`src/rtl/clock_pkg.sv`:
```
// Shared types, limits and BCD legality helper for the digital-clock timekeeping core.
package clock_pkg;

    typedef logic [7:0] bcd_t;

    localparam bcd_t SEC_MAX  = 8'h59;
    localparam bcd_t MIN_MAX  = 8'h59;
    localparam bcd_t HR24_MAX = 8'h23;
    localparam bcd_t HR12_MAX = 8'h12;

    // Valid BCD orders the same as binary, so a plain compare against the limit works.
    function automatic logic bcd_legal(input bcd_t v, input bcd_t max_v);
        return (v[7:4] <= 4'd9) && (v[3:0] <= 4'd9) && (v <= max_v);
    endfunction

endpackage

```
`src/rtl/bcd_mod_counter.sv`:
```
// Two-digit BCD counter with synchronous load, programmable max/wrap and carry out.
module bcd_mod_counter
    import clock_pkg::*;
#(
    parameter bcd_t RST_VAL = 8'h00
) (
    input  logic       clk,
    input  logic       rst_n,
    input  logic       inc_i,
    input  logic       load_i,
    input  logic [7:0] load_val_i,
    input  logic [7:0] max_val_i,
    input  logic [7:0] wrap_val_i,
    output logic [7:0] val_o,
    output logic       carry_c_o
);

    bcd_t val_q, val_d;

    assign carry_c_o = inc_i && !load_i && (val_q == max_val_i);
    assign val_o     = val_q;

    always_comb begin
        val_d = val_q;
        if (load_i) begin
            val_d = load_val_i;
        end else if (inc_i) begin
            if (val_q == max_val_i) begin
                val_d = wrap_val_i;
            end else if (val_q[3:0] == 4'd9) begin
                val_d = {val_q[7:4] + 4'd1, 4'd0};
            end else begin
                val_d = {val_q[7:4], val_q[3:0] + 4'd1};
            end
        end
    end

    always_ff @(posedge clk or negedge rst_n) begin
        if (!rst_n) begin
            val_q <= RST_VAL;
        end else begin
            val_q <= val_d;
        end
    end

endmodule

```
`src/rtl/time_counter.sv`:
```
// Timekeeping core: BCD hh:mm:ss advanced by 1 Hz edges, with checked load and hold.
// Define TIME_12H_EN for 12 h mode with PM flag; default build counts 00-23.
module time_counter
    import clock_pkg::*;
(
    input  logic       clk,
    input  logic       rst_n,
    input  logic       sec_clk,
    input  logic       hold,
    input  logic       load,
    input  logic [7:0] set_hh,
    input  logic [7:0] set_mm,
    input  logic [7:0] set_ss,
    input  logic       set_pm,
    output logic [7:0] hh,
    output logic [7:0] mm,
    output logic [7:0] ss,
    output logic       pm,
    output logic       sec_tick,
    output logic       day_wrap,
    output logic       load_err
);

`ifdef TIME_12H_EN
    localparam bcd_t HR_MAX  = HR12_MAX;
    localparam bcd_t HR_WRAP = 8'h01;
    localparam bcd_t HR_RST  = 8'h12;
`else
    localparam bcd_t HR_MAX  = HR24_MAX;
    localparam bcd_t HR_WRAP = 8'h00;
    localparam bcd_t HR_RST  = 8'h00;
`endif

    logic sec_q, sec_d;
    logic pm_q, pm_d;
    logic tick_q, tick_d;
    logic wrap_q, wrap_d;
    logic err_q, err_d;

    logic edge_c, adv_c, load_ok_c, ld_c, noon_c;
    logic ss_carry_c, mm_carry_c, hh_carry_c;
    logic unused_c;

    assign edge_c = sec_clk & ~sec_q;
    // Load wins over hold, hold wins over the edge; a dropped edge is never replayed.
    assign adv_c  = edge_c & ~hold & ~load;

`ifdef TIME_12H_EN
    assign load_ok_c = bcd_legal(set_ss, SEC_MAX) && bcd_legal(set_mm, MIN_MAX)
                    && bcd_legal(set_hh, HR_MAX) && (set_hh != 8'h00);
`else
    assign load_ok_c = bcd_legal(set_ss, SEC_MAX) && bcd_legal(set_mm, MIN_MAX)
                    && bcd_legal(set_hh, HR_MAX);
`endif
    assign ld_c     = load & load_ok_c;
    assign noon_c   = mm_carry_c && (hh == 8'h11);
    assign unused_c = set_pm ^ hh_carry_c ^ noon_c;

    bcd_mod_counter #(.RST_VAL(8'h00)) u_ss (
        .clk        (clk),
        .rst_n      (rst_n),
        .inc_i      (adv_c),
        .load_i     (ld_c),
        .load_val_i (set_ss),
        .max_val_i  (SEC_MAX),
        .wrap_val_i (8'h00),
        .val_o      (ss),
        .carry_c_o  (ss_carry_c)
    );

    bcd_mod_counter #(.RST_VAL(8'h00)) u_mm (
        .clk        (clk),
        .rst_n      (rst_n),
        .inc_i      (ss_carry_c),
        .load_i     (ld_c),
        .load_val_i (set_mm),
        .max_val_i  (MIN_MAX),
        .wrap_val_i (8'h00),
        .val_o      (mm),
        .carry_c_o  (mm_carry_c)
    );

    bcd_mod_counter #(.RST_VAL(HR_RST)) u_hh (
        .clk        (clk),
        .rst_n      (rst_n),
        .inc_i      (mm_carry_c),
        .load_i     (ld_c),
        .load_val_i (set_hh),
        .max_val_i  (HR_MAX),
        .wrap_val_i (HR_WRAP),
        .val_o      (hh),
        .carry_c_o  (hh_carry_c)
    );

    always_comb begin
        sec_d  = sec_clk;
        pm_d   = pm_q;
        tick_d = adv_c;
        wrap_d = 1'b0;
        err_d  = load & ~load_ok_c;
`ifdef TIME_12H_EN
        // 11 -> 12 flips AM/PM; the PM -> AM flip is midnight.
        if (ld_c) begin
            pm_d = set_pm;
        end else if (noon_c) begin
            pm_d = ~pm_q;
        end
        wrap_d = noon_c & pm_q;
`else
        pm_d   = 1'b0;
        wrap_d = hh_carry_c;
`endif
    end

    always_ff @(posedge clk or negedge rst_n) begin
        if (!rst_n) begin
            sec_q  <= 1'b1;
            pm_q   <= 1'b0;
            tick_q <= 1'b0;
            wrap_q <= 1'b0;
            err_q  <= 1'b0;
        end else begin
            sec_q  <= sec_d;
            pm_q   <= pm_d;
            tick_q <= tick_d;
            wrap_q <= wrap_d;
            err_q  <= err_d;
        end
    end

    assign pm       = pm_q;
    assign sec_tick = tick_q;
    assign day_wrap = wrap_q;
    assign load_err = err_q;

endmodule
```
`config.mk`:
```
export PLATFORM = sky130hd
export DESIGN_NAME = time_counter
export DESIGN_NICKNAME = d
export VERILOG_FILES = /design/src/rtl/clock_pkg.sv /design/src/rtl/bcd_mod_counter.sv /design/src/rtl/time_counter.sv
export SDC_FILE = /design/constraint.sdc
export NUM_CORES = 1
export LEC_CHECK = 0
export ABC_CLOCK_PERIOD_IN_PS = 4200
export CAP_MARGIN = 5
export CORE_UTILIZATION = 45
export CTS_CLUSTER_DIAMETER = 150
export CTS_CLUSTER_SIZE = 12
export DETAILED_ROUTE_END_ITERATION = 8
export PLACE_DENSITY = 0.73
export SLEW_MARGIN = 20
export SYNTH_ARGS = -nofsm -noshare
export SYNTH_HDL_FRONTEND = slang
export SYNTH_HIERARCHICAL = 1
export SYNTH_SLANG_ARGS = --single-unit
```
`constraint.sdc`:
```
create_clock -name clk -period 4.2 [get_ports clk]
set_input_delay 0.84 -clock clk [delete_from_list [all_inputs] [get_ports clk]]
set_output_delay 0.84 -clock clk [all_outputs]
set_load 0.01 [all_outputs]
```
==> results by stage <==
Outcome:
- The flow ran to the end, and the final reports show no timing, DRC or antenna violations.

STA:
- The measured slew at the worst slew-check pin is 718.5 ps.
- The maximum clock frequency is 301.5 MHz.
- The final critical path takes up 78.97% of the cycle.
- Setup repair after global routing left no endpoint under its margin.
- The total setup violations reported at the end of the flow is 0.
- The clock arrives with 7.127 ps of skew.
- The headroom to the max-slew limit is 51.70%.
- In the final timing run, aggregate negative setup slack is 0 ps.
- The post-layout minimum cycle time is 3317 ps.
- The final hold violation count is 0.
- The final-report max-slew violation count is 0.
- The worst hold slack is 705.5 ps.

Pwr:
- VDD sags by at most 0.1481 mV.
- The clock share of power is 16.1%.
- The internal power is 601.3 uW.
- The static leakage is 0.001468 uW.
- The total power is 936.0 uW.
- The total power density per cell area is 285.1 nW/um^2.
- In this run switching power makes up 35.75% of total power.
- The switching component of the power is 334.6 uW.
- Per report_power, the sequential group accounts for 41.0% of the total.
- Per report_power, the combinational group accounts for 42.9% of the total.

Floorplanning:
- After floorplanning, the core was sized to cover 5172 sq um.
- The chip height is 75.92 um.
- After floorplanning, the core was divided into 26 placement rows.
- The starting utilization of the core area is 47.53%.
- The number of ports placed on the die boundary is 58.
- The die is 75.92 um wide.
- The overall die area is 5763 sq um.

Global route:
- The maximum number of pins on one net before global-route repair is 29.
- The number of antenna violations at the first check in global routing is 0.
- The wire length of the first global-routing pass is 9970 um.
- The total global-route track usage is 20.74%.
- The remaining global-route overflow is 0.
- The number of global-route vias before repair is 2159.

Cells and area:
- The leading cell type in the layout, fill and taps excluded is sky130_fd_sc_hd__clkdlybuf4s50_1.
- The top cell types in the final layout, fill and taps aside, are sky130_fd_sc_hd__clkdlybuf4s50_1 (55), sky130_fd_sc_hd__conb_1 (52), sky130_fd_sc_hd__dfrtp_1 (27), sky130_fd_sc_hd__a21oi_1 (27), sky130_fd_sc_hd__xor2_1 (21).
- After filler insertion, the fill cell instance count of the layout stands at 471.
- The net total in the final layout is 405.
- The post-route netlist has 11.05% of its cells at a drive strength greater than 1.
- The number of antenna diodes in the final layout is 0.
- The area overhead of the layout relative to synthesis is 33.54%.
- For this run, the share of the core covered by cells in the final layout is 63.47%.

Place:
- The congestion estimate from routability-driven global placement came to 0.7777.
- The HPWL after detailed placement is 4365 um.
- The count of buffers added on input and output ports is 55.

Clock tree:
- The tree built by TritonCTS fans out to 28 sinks.
- The post-CTS repair timing setup buffer count is 0.
- Clock-pin slew was measured on the worst setup and hold paths at 90 ps.
- The clock latency on the worst-skew pair is 270 ps.
- TritonCTS built the clock tree.
- CTS placed an instance of sky130_fd_sc_hd__clkbuf_8 at the clock tree root.
- The maximum buffer depth of the clock tree is 2.
- TritonCTS created 3 clock buffers.
- For this design, the CTS-stage hold fixing added 0 buffers.
- In this run the number of H-tree levels came out at 1.
- The count of cells resized by post-cts repair is 0.

Setup path:
- The kind of critical path is primary input to register.
- The biggest cell delay along the critical path is 500 ps.
- Counting both buffers and inverters, the worst setup path holds a total of 2.
- Counting stages on the worst path, the most repeated cell is sky130_fd_sc_hd__nor2_1.
- The sort of element at the end of the critical path is a register.
- Data on the critical path arrives at its endpoint at 3520 ps.
- The family with the most delay on the worst path is simple AND/OR/NAND/NOR gates.
- The largest driver fanout on the critical path is 6.
- The kind of launch point of the worst setup path is a primary input.
- The required time of the critical path is 4400 ps.
- Traced cell by cell, the critical path runs through clkdlybuf4s50_1 -> a22oi_1 -> and4_1 -> and3_1 -> nand2b_1 -> nor2_1 -> nand2b_1 -> nor2_1 -> inv_1 -> nor2_1 -> mux2i_1 -> mux2_4 -> a21oi_2.
- The slowest stage cell on the critical path is sky130_fd_sc_hd__clkdlybuf4s50_1.

Logic synthesis:
- The fraction of registers with async set/reset is 100.0%.
- The mean area per synthesized cell is 9.140 sq um.
- Counting flops and latches in the post-synthesis netlist gives 28.
- The synthesized netlist occupies a cell area of 2459 sq um.
- The cell count after synthesis came out at 269.
- The count of different cell masters after synthesis is 45.
- The fraction of the yosys area taken by sequential cells is 28.55%.
- The number of enable flip-flop cells after synthesis is 0.
- For this run, the number of Yosys warnings is 6.
- The most used flip-flop cell after synthesis is sky130_fd_sc_hd__dfrtp_1.

Route:
- The detailed-routing iteration count for the pre-antenna-repair pass is 4.
- The initial detailed-routing violation count is 108.
- After detailed routing, the number of vias per cell comes to 5.082.
- The wire length after detailed routing is 5786 um.
- In the routed design, unresolved DRC markers number 0.
- The via count is 2241.
- The final routed wire length divided by cell count is 13.12 um.
- The residual antenna-violating net count after detailed routing is 0.

Run:
- Across the run, the number of max-cap violations was 0.

Min path:
- The worst min-delay path category is register to register.
-- final timing paths --
check / start / end / slack (ps) / cells after the start
hold / removal: u_mm/val_o[0] / u_mm/val_o[0] / 710 / 2
hold reg to reg: u_mm/val_o[0] / u_mm/val_o[0] / 710 / 2
max in group asynchronous: rst_n / sec_q / 2940 / 2
setup / recovery: set_ss[6] / u_hh/val_o[4] / 880 / 13
setup reg to reg: u_ss/val_o[1] / u_hh/val_o[4] / 1130 / 11
min in group asynchronous: rst_n / u_ss/val_o[4] / 950 / 2
-- through the flow --
stage	instances	setup WS (ps)	instance area (sq um)
after floorplan	319	650.6	2646
after global placement	437	677.4	3238
after detailed placement	437	631.7	3238
after CTS	441	906.3	3283
after global routing	441	708.3	3283
final	441	883.4	3283
-- power groups by stage --
stage / Combinational, uW / Clock (uW) / Sequential [uW]
after global routing: 446 / 169 / 393
after CTS: 402 / 159 / 385
after global placement: 390 / 0 / 388
after detailed placement: 400 / 0 / 390
after floorplan: 272 / 0 / 378
final: 402 / 151 / 383
-- synth_stat cells, types with 9 or more instances --
master / n / area (sq um)
sky130_fd_sc_hd__xor2_1: 21 / 183.9
sky130_fd_sc_hd__dfrtp_1: 27 / 675.7
sky130_fd_sc_hd__nand2_1: 12 / 45.04
sky130_fd_sc_hd__o21ai_1: 12 / 60.06
sky130_fd_sc_hd__nor2_1: 9 / 33.78
sky130_fd_sc_hd__nand2b_1: 9 / 56.30
sky130_fd_sc_hd__a21oi_1: 27 / 135.1
sky130_fd_sc_hd__mux2i_1: 18 / 180.2
sky130_fd_sc_hd__xnor2_1: 9 / 78.83
sky130_fd_sc_hd__inv_1: 18 / 67.56
-- routing by layer --
layer	track usage [%]	share of wire, %	vias to the layer above
met4	3.462	0.41	0
met2	36.55	49	37
met5	0	0	-
li1	-	-	1133
met1	27.86	47	1069
met3	2.048	2.9	2
-- cell families after synthesis --
family / synth area share, %
muxes: 11.91
buffers and inverters: 6.717
and+or+nand+nor: 18.78
other: 0.3055
xor gates and xnor gates: 12.67
DFF: 28.55
AOI/OAI and AO/OA: 19.54
adders and majority gates: 1.527
-- layout make-up --
| class | instances | area, sq um | area share, % |
|---|---|---|---|
| multi-input combinational | 260 | 1785 | 54.38 |
| tap | 70 | 87.58 | 2.668 |
| sequential | 28 | 701.9 | 21.38 |
| inverter | 18 | 67.56 | 2.058 |
| timing repair buffer | 61 | 595.6 | 18.14 |
| clock buffer | 4 | 45.04 | 1.372 |
-- state kept, by name (all words and copies together) (netlist names) --
register / cells
load_err: 1
u_ss/val_o: 8
sec_tick: 1
day_wrap: 1
u_mm/val_o: 8
u_hh/val_o: 8
sec_q: 1
-- worst register-to-register path: cells and delay by family (launching register included) --
kind	cells	cell delay, ps
simple gates	6	1630
flops	1	490
mux	2	360
xor+xnor	1	210
buf+inv	1	200
compound gates	1	100
Note: power is estimated with default switching activity, not from simulation.
